==> config.mk <==
export PLATFORM = sky130hd
export DESIGN_NAME = sample_dac_serializer
export DESIGN_NICKNAME = d
export VERILOG_FILES = /design/src/rtl/sample_dac_serializer.sv
export SDC_FILE = /design/constraint.sdc
export NUM_CORES = 1
export LEC_CHECK = 0
export CAP_MARGIN = 0
export CORE_MARGIN = 4
export CORE_UTILIZATION = 53
export CTS_CLUSTER_DIAMETER = 60
export DETAILED_ROUTE_END_ITERATION = 12
export PLACE_DENSITY = 0.77
export SLEW_MARGIN = 20
export SYNTH_ARGS = -nofsm -noshare
export SYNTH_HDL_FRONTEND = slang
export SYNTH_SLANG_ARGS = --single-unit
==> constraint.sdc <==
create_clock -name clk_i -period 2.2 [get_ports clk_i]
set_clock_uncertainty 0.1 [all_clocks]
set_input_delay 0.22 -clock clk_i [delete_from_list [all_inputs] [get_ports clk_i]]
set_output_delay 0.22 -clock clk_i [all_outputs]
set_load 0.01 [all_outputs]
==> src/rtl/sample_dac_serializer.sv <==
// SPI serializer for a 16-bit DAC: samples are queued in a 4-entry FIFO and
// shipped as {CMD, sample, 4'b0000} frames, MSB first, SPI mode 0.
module sample_dac_serializer #(
  parameter int unsigned CLK_DIV = 2,
  parameter logic [3:0]  CMD     = 4'b0011
) (
  input  logic       clk_i,
  input  logic       rst_i,
  input  logic [7:0] data_i,
  input  logic       data_valid_strobe_i,
  input  logic       enable_i,
  output logic       sclk_o,
  output logic       mosi_o,
  output logic       cs_n_o,
  output logic       busy_o,
  output logic       overflow_o,
  output logic [2:0] fill_level_o
);

  typedef enum logic [2:0] {
    IDLE  = 3'd0,
    LOAD  = 3'd1,
    SHIFT = 3'd2,
    HOLD  = 3'd3,
    GAP   = 3'd4
  } state_t;

  localparam logic [7:0] DIV_LAST = 8'(CLK_DIV - 1);

  state_t      state_r;
  logic [7:0]  div_cnt_r;
  logic [4:0]  half_cnt_r;
  logic [15:0] shift_r;
  logic        sclk_r;
  logic        mosi_r;
  logic        cs_n_r;
  logic        busy_r;
  logic        overflow_r;
  logic [7:0]  mem_r [4];
  logic [1:0]  wr_ptr_r;
  logic [1:0]  rd_ptr_r;
  logic [2:0]  count_r;
  logic        strb_r;
  logic [7:0]  data_r;
  logic        pop_s;
  logic        wr_s;
  logic        drop_s;
  logic        div_done_s;

  // FIFO handshake: a pop frees a slot in the same cycle, so a full FIFO still accepts then.
  always_comb begin
    pop_s      = 1'b0;
    wr_s       = 1'b0;
    drop_s     = 1'b0;
    div_done_s = (div_cnt_r == DIV_LAST);
    if ((state_r == IDLE) && enable_i && (count_r != 3'd0)) begin
      pop_s = 1'b1;
    end else begin
      pop_s = 1'b0;
    end
    if (strb_r && ((count_r != 3'd4) || pop_s)) begin
      wr_s = 1'b1;
    end else begin
      wr_s = 1'b0;
    end
    if (strb_r && !wr_s) begin
      drop_s = 1'b1;
    end else begin
      drop_s = 1'b0;
    end
  end

  // Input capture stage for the strobe and its sample.
  always_ff @(posedge clk_i or posedge rst_i) begin
    if (rst_i) begin
      strb_r <= 1'b0;
      data_r <= 8'd0;
    end else begin
      strb_r <= data_valid_strobe_i;
      if (data_valid_strobe_i) begin
        data_r <= data_i;
      end
    end
  end

  // Sample storage; validity is tracked by count_r, so the array needs no reset.
  always_ff @(posedge clk_i) begin
    if (wr_s) begin
      mem_r[wr_ptr_r] <= data_r;
    end
  end

  // FIFO pointers, occupancy and sticky overflow flag.
  always_ff @(posedge clk_i or posedge rst_i) begin
    if (rst_i) begin
      wr_ptr_r   <= 2'd0;
      rd_ptr_r   <= 2'd0;
      count_r    <= 3'd0;
      overflow_r <= 1'b0;
    end else begin
      if (wr_s) begin
        wr_ptr_r <= wr_ptr_r + 2'd1;
      end
      if (pop_s) begin
        rd_ptr_r <= rd_ptr_r + 2'd1;
      end
      case ({wr_s, pop_s})
        2'b10:   count_r <= count_r + 3'd1;
        2'b01:   count_r <= count_r - 3'd1;
        default: count_r <= count_r;
      endcase
      if (drop_s) begin
        overflow_r <= 1'b1;
      end
    end
  end

  // Frame sequencer; outputs are registered alongside the state they belong to.
  always_ff @(posedge clk_i or posedge rst_i) begin
    if (rst_i) begin
      state_r    <= IDLE;
      div_cnt_r  <= 8'd0;
      half_cnt_r <= 5'd0;
      shift_r    <= 16'd0;
      sclk_r     <= 1'b0;
      mosi_r     <= 1'b0;
      cs_n_r     <= 1'b1;
      busy_r     <= 1'b0;
    end else begin
      case (state_r)
        IDLE: begin
          sclk_r    <= 1'b0;
          div_cnt_r <= 8'd0;
          if (pop_s) begin
            state_r    <= LOAD;
            shift_r    <= {CMD, mem_r[rd_ptr_r], 4'b0000};
            mosi_r     <= CMD[3];
            cs_n_r     <= 1'b0;
            busy_r     <= 1'b1;
            half_cnt_r <= 5'd0;
          end else begin
            mosi_r <= 1'b0;
            cs_n_r <= 1'b1;
            busy_r <= 1'b0;
          end
        end
        LOAD: begin
          state_r   <= SHIFT;
          div_cnt_r <= 8'd0;
        end
        SHIFT: begin
          if (div_done_s) begin
            div_cnt_r  <= 8'd0;
            sclk_r     <= ~sclk_r;
            half_cnt_r <= half_cnt_r + 5'd1;
            // Data advances on the falling edge so it is stable at the next rise.
            if (sclk_r) begin
              mosi_r  <= shift_r[14];
              shift_r <= {shift_r[14:0], 1'b0};
            end
            if (half_cnt_r == 5'd31) begin
              state_r <= HOLD;
            end
          end else begin
            div_cnt_r <= div_cnt_r + 8'd1;
          end
        end
        HOLD: begin
          if (div_done_s) begin
            state_r   <= GAP;
            div_cnt_r <= 8'd0;
            cs_n_r    <= 1'b1;
            mosi_r    <= 1'b0;
          end else begin
            div_cnt_r <= div_cnt_r + 8'd1;
          end
        end
        GAP: begin
          if (div_done_s) begin
            state_r   <= IDLE;
            div_cnt_r <= 8'd0;
            busy_r    <= 1'b0;
          end else begin
            div_cnt_r <= div_cnt_r + 8'd1;
          end
        end
        default: begin
          state_r   <= IDLE;
          div_cnt_r <= 8'd0;
          sclk_r    <= 1'b0;
          mosi_r    <= 1'b0;
          cs_n_r    <= 1'b1;
          busy_r    <= 1'b0;
        end
      endcase
    end
  end

  assign sclk_o       = sclk_r;
  assign mosi_o       = mosi_r;
  assign cs_n_o       = cs_n_r;
  assign busy_o       = busy_r;
  assign overflow_o   = overflow_r;
  assign fill_level_o = count_r;

endmodule

Word level (Yosys, flattened, before mapping)
Memory sizes are Yosys's and may differ from the RTL's.
Cells that the tools add are included.
{"block": "op_classes", "add_sub_neg": 6, "n_eq_ne": 15, "mux": 32, "n_bitwise": 5, "reduce_logical": 22}
{"operator": "2-to-1 mux 15 bit", "n": 3}
{"operator": "case mux 15 bit (2 select lines)", "n": 1}
{"operator": "2-to-1 mux 8 bit", "n": 2}
{"operator": "2-to-1 mux 3 bit", "n": 5}
{"operator": "case mux 3 bit (5 select lines)", "n": 1}
{"operator": "2-to-1 mux 1 bit", "n": 12}
{"operator": "inequality test 2 bit (second input constant)", "n": 6}
{"operator": "OR reduction 3 bit", "n": 4}
{"operator": "2-to-1 mux 5 bit", "n": 2}
{"operator": "case mux 5 bit (2 select lines)", "n": 1}
{"operator": "case mux 1 bit (3 select lines)", "n": 3}
{"operator": "adder 8 x 1 -> 8 bit (second input constant)", "n": 1}
{"operator": "== test 8 x 1 -> 1 bit (second input constant)", "n": 1}
{"operator": "AND reduction 4 bit", "n": 2}
{"operator": "== test 3 x 2 -> 1 bit (second input constant)", "n": 2}
{"operator": "case mux 3 bit (2 select lines)", "n": 1}
{"operator": "AND reduction 2 bit", "n": 3}
{"operator": "adder 5 x 1 -> 5 bit (second input constant)", "n": 1}
{"operator": "== test 5 bit (second input constant)", "n": 1}
{"operator": "inverter 1 bit", "n": 5}
{"operator": "AND reduction 5 bit", "n": 1}
{"operator": "adder 2 x 1 -> 2 bit (second input constant)", "n": 2}
{"operator": "logical AND 1 bit", "n": 4}
{"operator": "nonzero test 2 bit", "n": 2}
{"operator": "14 further kinds", "n": 14}
{"block": "word_totals", "ff_bits": 52, "ramBits": 32, "input_bits": 12, "output_inout_bits": 8, "elab_cells": 95, "n_memories": 1}
{"memory": "mem_r", "words": 4, "width": 8, "read_ports": 1, "rd_clocked_by_memory_dff": 0, "write_ports": 1, "line_no": "39", "rtl": "logic [7:0] mem_r [4];"}

Logic depth before layout (Yosys ltp)
{"block": "logic_depth", "ltp_word": 10, "mapped_depth": 10, "mapped_depth_nobuf": 8}

Worst setup path before layout
Ideal clock, no wire load.
{"block": "synth_timing", "path_kind": "register to register", "startpoint": "reg state_r[0]", "endpoint": "mem mem_r[0][0], enable pin", "t_arrival_ns": 1.884, "required_time_ns": 1.768, "path_slack_ns": -0.116, "stages_incl_launch_ff": 6, "path_buffers": 2, "period_less_slack_ns": 2.316, "cell_sequence": "dfrtp_1 -> buf_6 -> or4b_1 -> buf_2 -> a31oi_1 -> and2_1"}
{"block": "synth_via", "elab_chain_cells": 9}
{"item": "start, declared", "line_no": "30", "rtl": "state_t state_r;"}
{"item": "start signal, assigned", "line_no": "121", "rtl": "state_r <= IDLE;"}
{"item": "start signal, assigned", "line_no": "135", "rtl": "state_r <= LOAD;"}
{"item": "start signal, assigned", "line_no": "148", "rtl": "state_r <= SHIFT;"}
{"item": "logical NOT 3 bit", "line_no": "56", "rtl": "if ((state_r == IDLE) && enable_i && (count_r != 3'd0)) begin"}
{"item": "logical AND 1 bit (2 in series)", "line_no": "56"}
{"item": "2-to-1 mux 1 bit", "line_no": "56"}
{"item": "logical OR 1 bit", "line_no": "61", "rtl": "if (strb_r && ((count_r != 3'd4) || pop_s)) begin"}
{"item": "logical AND 1 bit", "line_no": "61"}
{"item": "2-to-1 mux 1 bit", "line_no": "61"}
{"item": "2-to-1 mux 1 bit", "line_no": "88", "rtl": "if (wr_s) begin"}
{"item": "2-to-1 mux 1 bit (implied by the code)", "line_no": "89", "rtl": "mem_r[wr_ptr_r] <= data_r;"}
{"item": "end, declared", "line_no": "39"}
Every way passes these cells.

Worst setup path in the final report
{"block": "layout_timing", "startpoint": "reg state_r[2]", "endpoint": "reg count_r[2] (netlist: fill_level_o[2])"}
{"block": "layout_via", "elab_chain_cells": 9, "elab_cells_between_ends": 11, "classes_between": "2 x eq/ne; 3 x mux; 6 x reduce/logical"}
{"item": "logical NOT 3 bit (*)", "line_no": "56"}
{"item": "logical AND 1 bit (*) (2 in series)", "line_no": "56"}
{"item": "2-to-1 mux 1 bit (*)", "line_no": "56"}
{"item": "logical OR 1 bit", "line_no": "61"}
{"item": "logical AND 1 bit", "line_no": "61"}
{"item": "2-to-1 mux 1 bit", "line_no": "61"}
{"item": "== test 2 x 1 -> 1 bit / == test 2 bit (equally long branches)", "line_no": "107", "rtl": "case ({wr_s, pop_s})"}
{"item": "case mux 3 bit (2 select lines) / nonzero test 2 bit (equally long branches)"}
{"item": "end signal, assigned", "line_no": "108", "rtl": "2'b10: count_r <= count_r + 3'd1;"}
{"item": "end signal, assigned", "line_no": "109", "rtl": "2'b01: count_r <= count_r - 3'd1;"}
{"item": "end signal, assigned", "line_no": "110", "rtl": "default: count_r <= count_r;"}
{"item": "end, declared", "line_no": "42", "rtl": "logic [2:0] count_r;"}
Every way passes the cells marked *; elsewhere a longest branch is shown, timed or not.
A chain may end at the register's enable or synchronous reset.

==> impl_metrics.csv <==
group,metric,value,unit
place,dp.cells,359,
timing,relSlewSlack,0.6575,
synthesis,netlist_area,3465,um2
routing,drtIter0Drc,88,
power,cellPowerDensity,1225,nW/um2
clock_tree,cts_setup_buffers,0,
timing,postLayoutSetupSlackWorst,46.59,ps
layout,post_route_cells_drive_above_1_share,0.2282,
synthesis,synth_top_area_cell,"dfrtp_1",
synthesis,yosys.area_share.adder,0.03467,
critical_path,path_max_fanout,4,
clock_tree,clockBufferDepth,2,
timing,min_period,2153,ps
die,core_area,6350,um2
place,dpl_cell_area,3859,um2
synthesis,ys_ff_latch,80,
critical_path,arrival,2330,ps
synthesis,synth_top_family_by_area,"simple AND/OR/NAND/NOR gates",
layout,seqCellArea,2163,um2
hold_path,hp-class,"primary input to asynchronous set/reset pin",
timing,drv_slew,0,
timing,hold_slack,108.5,ps
clock_tree,htreeDepth,3,
synthesis,synth-compound-area-share,0.07873,
synthesis,yosysWarnings,0,
timing,tns,0,ps
routing,drcViolationCount,0,
timing,finalHoldViolCount,0,
run,cap_violations,0,
synthesis,synthFlopType,"dfrtp_1",
routing,first_pass_iters,4,
clock_tree,hold_buffers,0,
die,fp.dieH,88.85,um
die,core.rowCount,29,
timing,setup_viol,0,
routing,wl_per_cell,15.72,um
synthesis,synth-simple-area-share,0.09859,
timing,clock.fmax,464.4,MHz
routing,vias_per_cell,5.539,
critical_path,start_kind,"register",
routing,routed_wl,5894,um
power,leakage,1.687,nW
synthesis,synthArstFlopShare,0.6000,
layout,fin_cells,375,
clock_tree,clk_pin_slew,80,ps
global_route,grt_pass1_vias,2098,
clock_tree,cts_tree,"yes",
clock_tree,clock_latency,350,ps
global_route,overflow,0,
synthesis,ys_types,47,
routing,drt.antenna.violating_nets,0,
synthesis,avgSynthCellArea,13.53,um2
global_route,antenna_found_initial,0,
timing,tightest_slew,508.4,ps
critical_path,crit_type,"register to register",
layout,post-route-util,0.6410,
clock_tree,cts-root-buf,"clkbuf_8",
die,die_w,88.85,um
power,power.total,4.984,mW
layout,fill_cells,449,
clock_tree,cts.sinks,80,
die,io_pins,20,
synthesis,syn_inst,256,
layout,antennaDiodeCount,0,
global_route,grt_max_degree,49,
power,ir_drop,1.100,mV
die,dieArea,7894,um2
synthesis,yosys-top-cells-area,"dfrtp_1, edfxtp_1, mux4_2, mux2_2, ha_1",
timing,grt_setup_unrepaired,"yes",
synthesis,yosysTopAreaCellShare,0.3395,
place,post-place-ws,-301.4,ps
critical_path,crit_required,2370,ps
place,routabilityCongestion,0.8463,
synthesis,synth_fp_nets,277,
layout,areaGrowthSynthToFinish,17.48,%
place,portBuffers,19,
die,start_util,0.5456,
layout,multi_input_area,1205,um2
synthesis,synth_edf_count,32,
clock_tree,cts_buffers,9,
outcome,status,"finished clean",
critical_path,crit_path_end_kind,"register",
synthesis,synth-xor-area-share,0.03286,
global_route,globalRouteTotalUtil,0.1697,
timing,min_period_over_period,0.9788,
routing,vias,2077,
critical_path,rr_worst_depth,8,
global_route,grt_pass1_wl,10050,um
synthesis,ys_seq_area_frac,0.6244,
synthesis,synthMuxAreaShare,0.09137,
layout,final_cell_area,4070,um2
place,post-dp-hpwl,4123,um
layout,final_nets,314,
-- final timing paths --
| kind | startpoint | end | slack, ps |
|---|---|---|---|
| min reg2reg | overflow_o$_DFFE_PP0P_ | overflow_o$_DFFE_PP0P_ | 370 |
| max | state_r[2]$_DFFE_PP0P_ | fill_level_o[2]$_DFFE_PP0P_ | 50 |
| max reg2reg | state_r[2]$_DFFE_PP0P_ | fill_level_o[2]$_DFFE_PP0P_ | 50 |
| max in group asynchronous | rst_i | cs_n_o$_DFFE_PP1P_ | 1620 |
| min in group clk_i | overflow_o$_DFFE_PP0P_ | overflow_o$_DFFE_PP0P_ | 370 |
| min | rst_i | overflow_o$_DFFE_PP0P_ | 110 |
-- synth_stat cells (all sizes together) (2+ instances only) --
cell type  count
ha             8
a21oi         11
nor3b          4
nor2          16
clkbuf         6
xnor2          7
xor2           6
o21ai          6
mux2          10
nor3           4
dfrtp         47
mux4           8
o22ai          8
mux2i          2
a21boi         2
nand2          8
and3           5
nand4          2
nor4           2
buf            5
a21o           2
nand2b         3
edfxtp        32
inv           19
o32ai          2
and2           6
nand3          7
a22o           2
a31oi          3
-- what timing repair did --
| action | CTS | global route |
|---|---|---|
| gates resized for setup | 1 | 6 |
| pin swaps | 0 | 1 |
| endpoints found under the setup margin | 33 | 21 |
-- routing by layer --
layer	wire (um)	GRT usage
met3	224	0.04749
met4	113	0.06319
met2	3017	0.2814
met1	2538	0.2129
met5	0	0
-- where the power goes --
part | internal [mW] | switching [mW]
clock network | 0.492 | 0.541
registers | 1.96 | 0.262
logic | 0.865 | 0.866
-- registers in the layout, summed over array words and instances, names as in the netlist, 2 cells and up --
signal        flops
state_r           3
mem_r            32
fill_level_o      3
wr_ptr_r          2
div_cnt_r         8
half_cnt_r        5
rd_ptr_r          2
shift_r          11
data_r            8
-- cell families (layout without fill, tap and decap cells) --
group	after synthesis	in the layout
AOI/OAI and AO/OA	42	42
adders and majority gates	9	9
DFF	80	80
and+or+nand+nor	62	62
buffers and inverters	30	72
muxes	20	20
xor gates and xnor gates	13	13
-- layout make-up --
cell class,instances,share of cell area
inverters,19,0.01752
well taps,77,0.02367
clock inverters,6,0.01168
multi-input cells,146,0.2960
repair buffers,37,0.08300
clock buffers,10,0.03658
flip-flops and latches,80,0.5315
-- critical path, stage by stage (launching register included) --
cell	delay (ps)
dfrtp_1	380
or4b_4	590
nor3_4	170
inv_2	60
fa_2	330
inv_2	70
nor4_2	40
a31oi_1	190
xnor2_1	140
-- cell usage in the layout, fill, tap and decap left out, types with 3 or more instances in the layout --
| master | count |
|---|---|
| and3_1 | 5 |
| and2_4 | 5 |
| nand2b_1 | 3 |
| ha_1 | 8 |
| xor2_1 | 6 |
| o21ai_0 | 6 |
| buf_4 | 17 |
| inv_2 | 3 |
| xnor2_1 | 7 |
| nor2_1 | 16 |
| a21oi_1 | 11 |
| o22ai_1 | 8 |
| nor3_1 | 3 |
| dfrtp_1 | 47 |
| nand3_1 | 7 |
| mux2_2 | 9 |
| edfxtp_1 | 32 |
| nand2_1 | 8 |
| mux4_2 | 8 |
| clkbuf_8 | 9 |
| nor3b_1 | 3 |
| inv_6 | 4 |
| inv_1 | 16 |
| clkdlybuf4s50_1 | 19 |
(Power assumes the default switching activity.)
